`src/rtl/ml_rowdrv_pkg.sv`:
```
// Shared types and constants for the CRAM row-driver bank.
// Covers the sequencer states, the latched operation and the RSR shift directions.
package ml_rowdrv_pkg;

  typedef enum logic [1:0] {StIdle, StSetup, StPulse, StRecov} state_e;

  typedef enum logic {OpWr, OpRd} op_e;

  // DirUp enters at row 0 and moves toward row N-1; DirDown is the mirror image.
  localparam logic DirUp   = 1'b0;
  localparam logic DirDown = 1'b1;

  function automatic int unsigned max3(int unsigned a, int unsigned b, int unsigned c);
    int unsigned m;
    m = (a > b) ? a : b;
    return (m > c) ? m : c;
  endfunction

endpackage

```
`src/rtl/ml_rsr_chain.sv`:
```
// Row shift register: bidirectional serial shift, parallel load and a freeze input.
// When both are requested in the same cycle, the parallel load takes priority over the shift.
module ml_rsr_chain
  import ml_rowdrv_pkg::*;
#(
  parameter int unsigned NUM_ROWS = 16
) (
  input  logic                clk,
  input  logic                rst,
  input  logic                freeze,
  input  logic                load,
  input  logic [NUM_ROWS-1:0] load_val,
  input  logic                shift,
  input  logic                dir,
  input  logic                sin,
  output logic [NUM_ROWS-1:0] rsr,
  output logic                sout
);

  logic [NUM_ROWS-1:0] rsr_q, rsr_d;

  always_comb begin
    rsr_d = rsr_q;
    if (!freeze) begin
      if (load) begin
        rsr_d = load_val;
      end else if (shift) begin
        rsr_d = (dir == DirUp) ? {rsr_q[NUM_ROWS-2:0], sin} : {sin, rsr_q[NUM_ROWS-1:1]};
      end
    end
  end

  always_ff @(posedge clk) begin
    if (rst) begin
      rsr_q <= '0;
    end else begin
      rsr_q <= rsr_d;
    end
  end

  assign rsr  = rsr_q;
  assign sout = (dir == DirUp) ? rsr_q[NUM_ROWS-1] : rsr_q[0];

endmodule

```
`src/rtl/ml_rowdrv_bank.sv`:
```
// CRAM row-driver bank: RSR, per-row gated controls and a setup/pulse/recovery
// word-line sequencer with a req/done handshake.
module ml_rowdrv_bank
  import ml_rowdrv_pkg::*;
#(
  parameter int unsigned NUM_ROWS  = 16,
  parameter int unsigned SETUP_CYC = 2,
  parameter int unsigned PULSE_CYC = 8,
  parameter int unsigned RECOV_CYC = 2,
  parameter bit          AUTO_INC  = 1'b1
) (
  input  logic                smc_clk,
  input  logic                rsr_rst,
  input  logic                por_rst,
  input  logic                smc_rsr_in,
  input  logic                smc_rsr_inc,
  input  logic                smc_rsr_dir,
  input  logic                smc_rsr_load,
  input  logic [NUM_ROWS-1:0] smc_rsr_load_val,
  output logic                smc_rsr_out,
  output logic [NUM_ROWS-1:0] rsr_q,
  input  logic                cram_rst,
  input  logic                cram_vddoff,
  input  logic                cram_pgateoff,
  input  logic                cram_wl_en,
  input  logic                smc_wr_req,
  input  logic                smc_rd_req,
  output logic                smc_busy,
  output logic                smc_done,
  output logic [NUM_ROWS-1:0] wl_wr,
  output logic [NUM_ROWS-1:0] wl_rd,
  output logic                wl_rden_b,
  output logic [NUM_ROWS-1:0] reset,
  output logic [NUM_ROWS-1:0] vddctrl,
  output logic [NUM_ROWS-1:0] pgate
);

  localparam int unsigned CNT_W = $clog2(max3(SETUP_CYC, PULSE_CYC, RECOV_CYC) + 1);

  // Counters load *_CYC-1 on phase entry and the phase ends on the cycle they read zero.
  localparam logic [CNT_W-1:0] SetupLd = CNT_W'(SETUP_CYC - 1);
  localparam logic [CNT_W-1:0] PulseLd = CNT_W'(PULSE_CYC - 1);
  localparam logic [CNT_W-1:0] RecovLd = CNT_W'(RECOV_CYC - 1);

  state_e              state_q, state_d;
  op_e                 op_q, op_d;
  logic [CNT_W-1:0]    cnt_q, cnt_d;
  logic                abort_q, abort_d;
  logic                done_q, done_d;
  logic                adv;
  logic [NUM_ROWS-1:0] rsr;
  logic [NUM_ROWS-1:0] wl_wr_q, wl_wr_d, wl_rd_q, wl_rd_d;
  logic                wl_rden_b_q;
  logic [NUM_ROWS-1:0] reset_q, vddctrl_q, pgate_q;
  logic                chain_freeze, chain_shift, chain_load, chain_sin;

  always_comb begin
    state_d = state_q;
    op_d    = op_q;
    cnt_d   = cnt_q;
    abort_d = abort_q;
    done_d  = 1'b0;
    adv     = 1'b0;
    unique case (state_q)
      StIdle: begin
        if ((smc_wr_req | smc_rd_req) & cram_wl_en) begin
          state_d = StSetup;
          cnt_d   = SetupLd;
          op_d    = smc_wr_req ? OpWr : OpRd;
          abort_d = 1'b0;
        end
      end
      StSetup: begin
        if (!cram_wl_en) begin
          state_d = StRecov;
          cnt_d   = RecovLd;
          abort_d = 1'b1;
        end else if (cnt_q == '0) begin
          state_d = StPulse;
          cnt_d   = PulseLd;
        end else begin
          cnt_d = cnt_q - CNT_W'(1);
        end
      end
      StPulse: begin
        if (!cram_wl_en || cnt_q == '0) begin
          state_d = StRecov;
          cnt_d   = RecovLd;
          abort_d = ~cram_wl_en;
        end else begin
          cnt_d = cnt_q - CNT_W'(1);
        end
      end
      StRecov: begin
        if (cnt_q == '0) begin
          state_d = StIdle;
          done_d  = 1'b1;
          adv     = AUTO_INC && (op_q == OpWr) && !abort_q;
        end else begin
          cnt_d = cnt_q - CNT_W'(1);
        end
      end
      default: state_d = StIdle;
    endcase
    if (por_rst) begin
      state_d = StIdle;
      done_d  = 1'b0;
      adv     = 1'b0;
    end
  end

  // The RSR is only free to move while idle, apart from the post-write auto-advance edge.
  always_comb begin
    chain_freeze = por_rst | ((state_q != StIdle) & ~adv);
    chain_load   = smc_rsr_load & ~adv;
    chain_shift  = smc_rsr_inc | adv;
    chain_sin    = adv ? 1'b0 : smc_rsr_in;
  end

  ml_rsr_chain #(
    .NUM_ROWS (NUM_ROWS)
  ) u_chain (
    .clk      (smc_clk),
    .rst      (rsr_rst),
    .freeze   (chain_freeze),
    .load     (chain_load),
    .load_val (smc_rsr_load_val),
    .shift    (chain_shift),
    .dir      (smc_rsr_dir),
    .sin      (chain_sin),
    .rsr      (rsr),
    .sout     (smc_rsr_out)
  );

  // Word lines follow the next state so they are high exactly while the FSM sits in PULSE.
  always_comb begin
    wl_wr_d = '0;
    wl_rd_d = '0;
    if (state_d == StPulse) begin
      if (op_q == OpWr) begin
        wl_wr_d = rsr;
      end else begin
        wl_rd_d = rsr;
      end
    end
  end

  always_ff @(posedge smc_clk) begin
    if (rsr_rst) begin
      state_q     <= StIdle;
      op_q        <= OpWr;
      cnt_q       <= '0;
      abort_q     <= 1'b0;
      done_q      <= 1'b0;
      wl_wr_q     <= '0;
      wl_rd_q     <= '0;
      wl_rden_b_q <= 1'b1;
      reset_q     <= '0;
      vddctrl_q   <= '0;
      pgate_q     <= '0;
    end else begin
      state_q     <= state_d;
      op_q        <= op_d;
      cnt_q       <= cnt_d;
      abort_q     <= abort_d;
      done_q      <= done_d;
      wl_wr_q     <= wl_wr_d;
      wl_rd_q     <= wl_rd_d;
      wl_rden_b_q <= ~|wl_rd_d;
      reset_q     <= (rsr & {NUM_ROWS{cram_rst}}) | {NUM_ROWS{por_rst}};
      vddctrl_q   <= rsr & {NUM_ROWS{cram_vddoff}};
      pgate_q     <= rsr & {NUM_ROWS{cram_pgateoff}};
    end
  end

  assign rsr_q     = rsr;
  assign smc_busy  = (state_q != StIdle);
  assign smc_done  = done_q;
  assign wl_wr     = wl_wr_q;
  assign wl_rd     = wl_rd_q;
  assign wl_rden_b = wl_rden_b_q;
  assign reset     = reset_q;
  assign vddctrl   = vddctrl_q;
  assign pgate     = pgate_q;

endmodule
```
`config.mk`:
```
export PLATFORM = sky130hd
export DESIGN_NAME = ml_rowdrv_bank
export DESIGN_NICKNAME = d
export VERILOG_FILES = /design/src/rtl/ml_rowdrv_pkg.sv /design/src/rtl/ml_rsr_chain.sv /design/src/rtl/ml_rowdrv_bank.sv
export SDC_FILE = /design/constraint.sdc
export NUM_CORES = 1
export LEC_CHECK = 0
export CORE_MARGIN = 5
export CORE_UTILIZATION = 25
export CTS_CLUSTER_DIAMETER = 120
export DETAILED_ROUTE_END_ITERATION = 8
export PLACE_DENSITY = 0.47
export SLEW_MARGIN = 40
export SYNTH_ARGS = -nofsm -noshare
export SYNTH_HDL_FRONTEND = slang
export SYNTH_SLANG_ARGS = --single-unit
```
`constraint.sdc`:
```
create_clock -name smc_clk -period 5.9 [get_ports smc_clk]
set_input_delay 0.59 -clock smc_clk [delete_from_list [all_inputs] [get_ports smc_clk]]
set_output_delay 0.59 -clock smc_clk [all_outputs]
set_load 0.02 [all_outputs]
```
==> summary.md <==
| Metric | Value |
|---|---|
| Status | `finished clean` |
| Area of the multi-input gates | `0.00166 sq mm` |
| Hold_sp | `abort_q$_SDFFE_PP0P_` |
| Mapped Cells | `389` |
| Reg2Reg Capture Point | `u_chain.rsr[7]$_SDFFE_PP0P_` |
| Die Y | `136 um` |
| HP Class | `reg2reg` |
| Final WL | `around 12000 um` |
| Power share of the clock group | `38.6%` |
| CTS buffer count | `9` |
| CP Data Arrival Time | `2.57 ns` |
| Worst hold path endpoint | `abort_q$_SDFFE_PP0P_` |
| R2R Setup Slk | `about 3.3 ns` |
| Final Max Tran Viols | `0` |
| Pin count of the biggest net entering global routing | `44` |
| Final count of hold timing violations | `0` |
| Cells on worst reg2reg path | `7` |
| Netlist cell types | `46` |
| GRT Total Usage | `13.1%` |
| Fin crit period | `roughly 3.2 ns` |
| Vias in the first global route | `3209` |
| Die X-Extent | `136 um` |
| Yosys reg bits | `106` |
| Crit path capture type | `output port` |
| Register Area | `0.00212 sq mm` |
| Setup TNS Final | `0 ns` |
| Number of synthesized flops with an enable pin | `0` |
| Root Buffer | `clkbuf_16` |
| DR WL/cell | `17.3 um` |
| 1st-iter DRT viols | `190` |
| Die area | `0.0184 sq mm` |
| Final setup fails | `0` |
| Fmax achieved | `317 MHz` |
| ANT cells | `0` |
| Drt via density | `4.41` |
| CTS resizes | `0` |
| Leak Pwr | `around 2.1 nW` |
| RSZ-0062 raised after global routing | `no` |
| Worst skew pair latency | `0.34 ns` |
| Psw | `398 uW` |
| Worst path cell trace | `clkdlybuf4s50_1, mux2_2, clkdlybuf4s50_1` |
| Setup ws final | `~2.7 ns` |
| Worst hold slack | `0.517 ns` |
| Initial antenna violation count | `1` |
| Yosys warning total | `0` |
| Int Pwr | `1.11 mW` |
| Vias | `~3200` |
| Share of cells above drive strength 1 | `11.7%` |
| CTS H-tree lvls | `3` |
| Sequential fraction of the synthesis area | `between 50 and 60%` |
| Number of cells on the worst hold path | `2` |
| Top FF cell, synth | `dfxtp_1` |
| IR drop worst, VDD | `0.129 mV` |
| FILL cells | `1561` |
| Buffers on Ports | `128` |
| Clock tree sinks | `~110` |
| Finished Layout Cells | `717` |
| # Post-CTS Setup Buffers | `0` |
| # hold bufs at CTS | `0` |
| Crit path required time | `5.31 ns` |
| Syn Area/Cell | `10.1 sq um` |
| Reg-to-reg critical path startpoint | `state_q[0]$_SDFF_PP0_` |
| P per Cell Area | `~270 mW/mm^2` |
| Critical-path top delay cell | `clkdlybuf4s50_1` |
| GP Congestion | `0.830` |
| Number of cell rows | `45` |
| Mapped Nets | `424` |
| Crit path launch type | `primary input` |
| Crit-path most repeated cell | `clkdlybuf4s50_1` |
| Placed cell count | `between 700 and 800` |
| Layout Area Growth over Synthesis | `43.4%` |
| Max cap viols | `0` |
| Asr flop ratio synth | `0%` |
| DRT antenna net count | `0` |
| Reg clk slew, reported paths | `0.07 ns` |
| GRT overflow | `0` |
| Commonest non-fill, non-tap cell in the layout | `clkdlybuf4s50_1` |
| Starting density of the core | `25.7%` |
| Synthesized area | `0.00394 sq mm` |
| Sw frac | `26.5%` |
| Worst-margin pin slew | `~0.86 ns` |
| Slew headroom | `between 40 and 50%` |
| Combinational Power Share | `about 11%` |
| CTS tree | `built` |
| First-pass GRT wire length | `18700 um` |
| CP Class | `in2out` |
| Core area | `roughly 0.015 sq mm` |
| Part of the power in registers | `50.4%` |
| Nets | `approximately 540` |
| DRC violations left | `0` |
| DP Wirelength | `8600 um` |
| Largest stage delay on the critical path | `between 1 and 1.5 ns` |
| Crit-path max FO | `19` |
| Max Clock Skew | `about 0.012 ns` |
| Worst slack at placement | `2.76 ns` |
| Most frequent cells in the layout | `clkdlybuf4s50_1 (126), dfxtp_1 (106), a21oi_1 (38), and2_1 (32), nor2_1 (26)` |
| Clock tree buffer depth | `2` |
| IO Pins | `roughly 130` |
| Period utilization | `a little over half` |
| Drt first pass iters | `4` |
[cells by family (layout without fill, tap and decap cells)]
logic type | count (synthesis) | after routing | share of synthesized area (%)
AND/OR/NAND/NOR | 145 | 145 | 22.3
flip-flops | 106 | 106 | 53.9
AO/OA/AOI/OAI | 79 | 79 | 12.9
buffers and inverters | 37 | 154 | 4.45
multiplexers | 16 | 16 | 4.54
adder cells (fa/ha/maj) | 6 | 6 | 1.91
[how the worst max path moves through the flow]
stage	slack [ns]	startpoint	depth (start not counted)	endpoint
after floorplan	3.64	smc_rsr_dir	3	smc_rsr_out
after global placement	2.76	smc_rsr_dir	3	smc_rsr_out
after detailed placement	2.76	smc_rsr_dir	3	smc_rsr_out
after CTS	2.75	smc_rsr_dir	3	smc_rsr_out
after global routing	2.70	smc_rsr_dir	3	smc_rsr_out
final	2.74	smc_rsr_dir	3	smc_rsr_out
[power by group through the flow]
stage	Combinational, mW	Clock, mW	Sequential, mW
after floorplan	0.0772	0	0.784
after global placement	0.165	0	0.776
after detailed placement	0.167	0	0.776
after CTS	0.168	0.598	0.759
after global routing	0.179	0.634	0.762
final	0.166	0.581	0.758
[critical path, delay by kind of cell]
kind	cells	cell delay (ns)
buffers and inverters	2	1.56
multiplexers	1	0.41
[sequential cells by signal, indices dropped and copies added (netlist names)]
signal       count
pgate           16
reset           16
u_chain.rsr     16
vddctrl         16
wl_rd           16
wl_wr           16
cnt_q            4
state_q          2
abort_q          1
op_q             1
smc_done         1
wl_rden_b        1
[synth_stat cells (6+ instances only)]
cell / n / area share, %
a21oi_1: 38 / 4.8
a22oi_1: 17 / 3.2
and2_1: 32 / 5.1
and3_1: 17 / 2.7
clkbuf_1: 22 / 2.1
dfxtp_1: 106 / 54
ha_1: 6 / 1.9
inv_1: 7 / 0.67
mux2_2: 15 / 4.3
nand2_1: 21 / 2.0
nor2_1: 27 / 2.6
nor3_1: 8 / 1.0
nor3b_1: 6 / 1.1
nor3b_2: 10 / 3.2
[layout make-up]
| type | instances | area share, % |
|---|---|---|
| sequential | 106 | 37.6 |
| clock buffer | 10 | 4.06 |
| inverter | 7 | 0.465 |
| tap | 211 | 4.68 |
| timing repair buffer | 131 | 22.9 |
| clock inverter | 6 | 0.975 |
| multi-input combinational | 246 | 29.3 |
[metrics by stage]
step	util [%]	power, mW	area (sq um)
6_report	36.9	1.51	5650
5_1_grt	36.9	1.57	5650
4_1_cts	36.9	1.52	5650
3_5_place_dp	35.0	0.943	5360
3_3_place_gp	34.9	0.941	5350
2_1_floorplan	-	0.861	3940
[per-layer routing]
metal	vias to the layer above	part of all wire [%]	wire length [um]	track usage [%]
met3	11	7.4	918	4.38
met4	2	1.1	133	3.53
met5	-	0.11	13	0
met2	99	45	5560	21.0
met1	1477	46	5750	17.0
li1	1576	-	-	-
No activity file was read; power rests on OpenSTA's default activity.
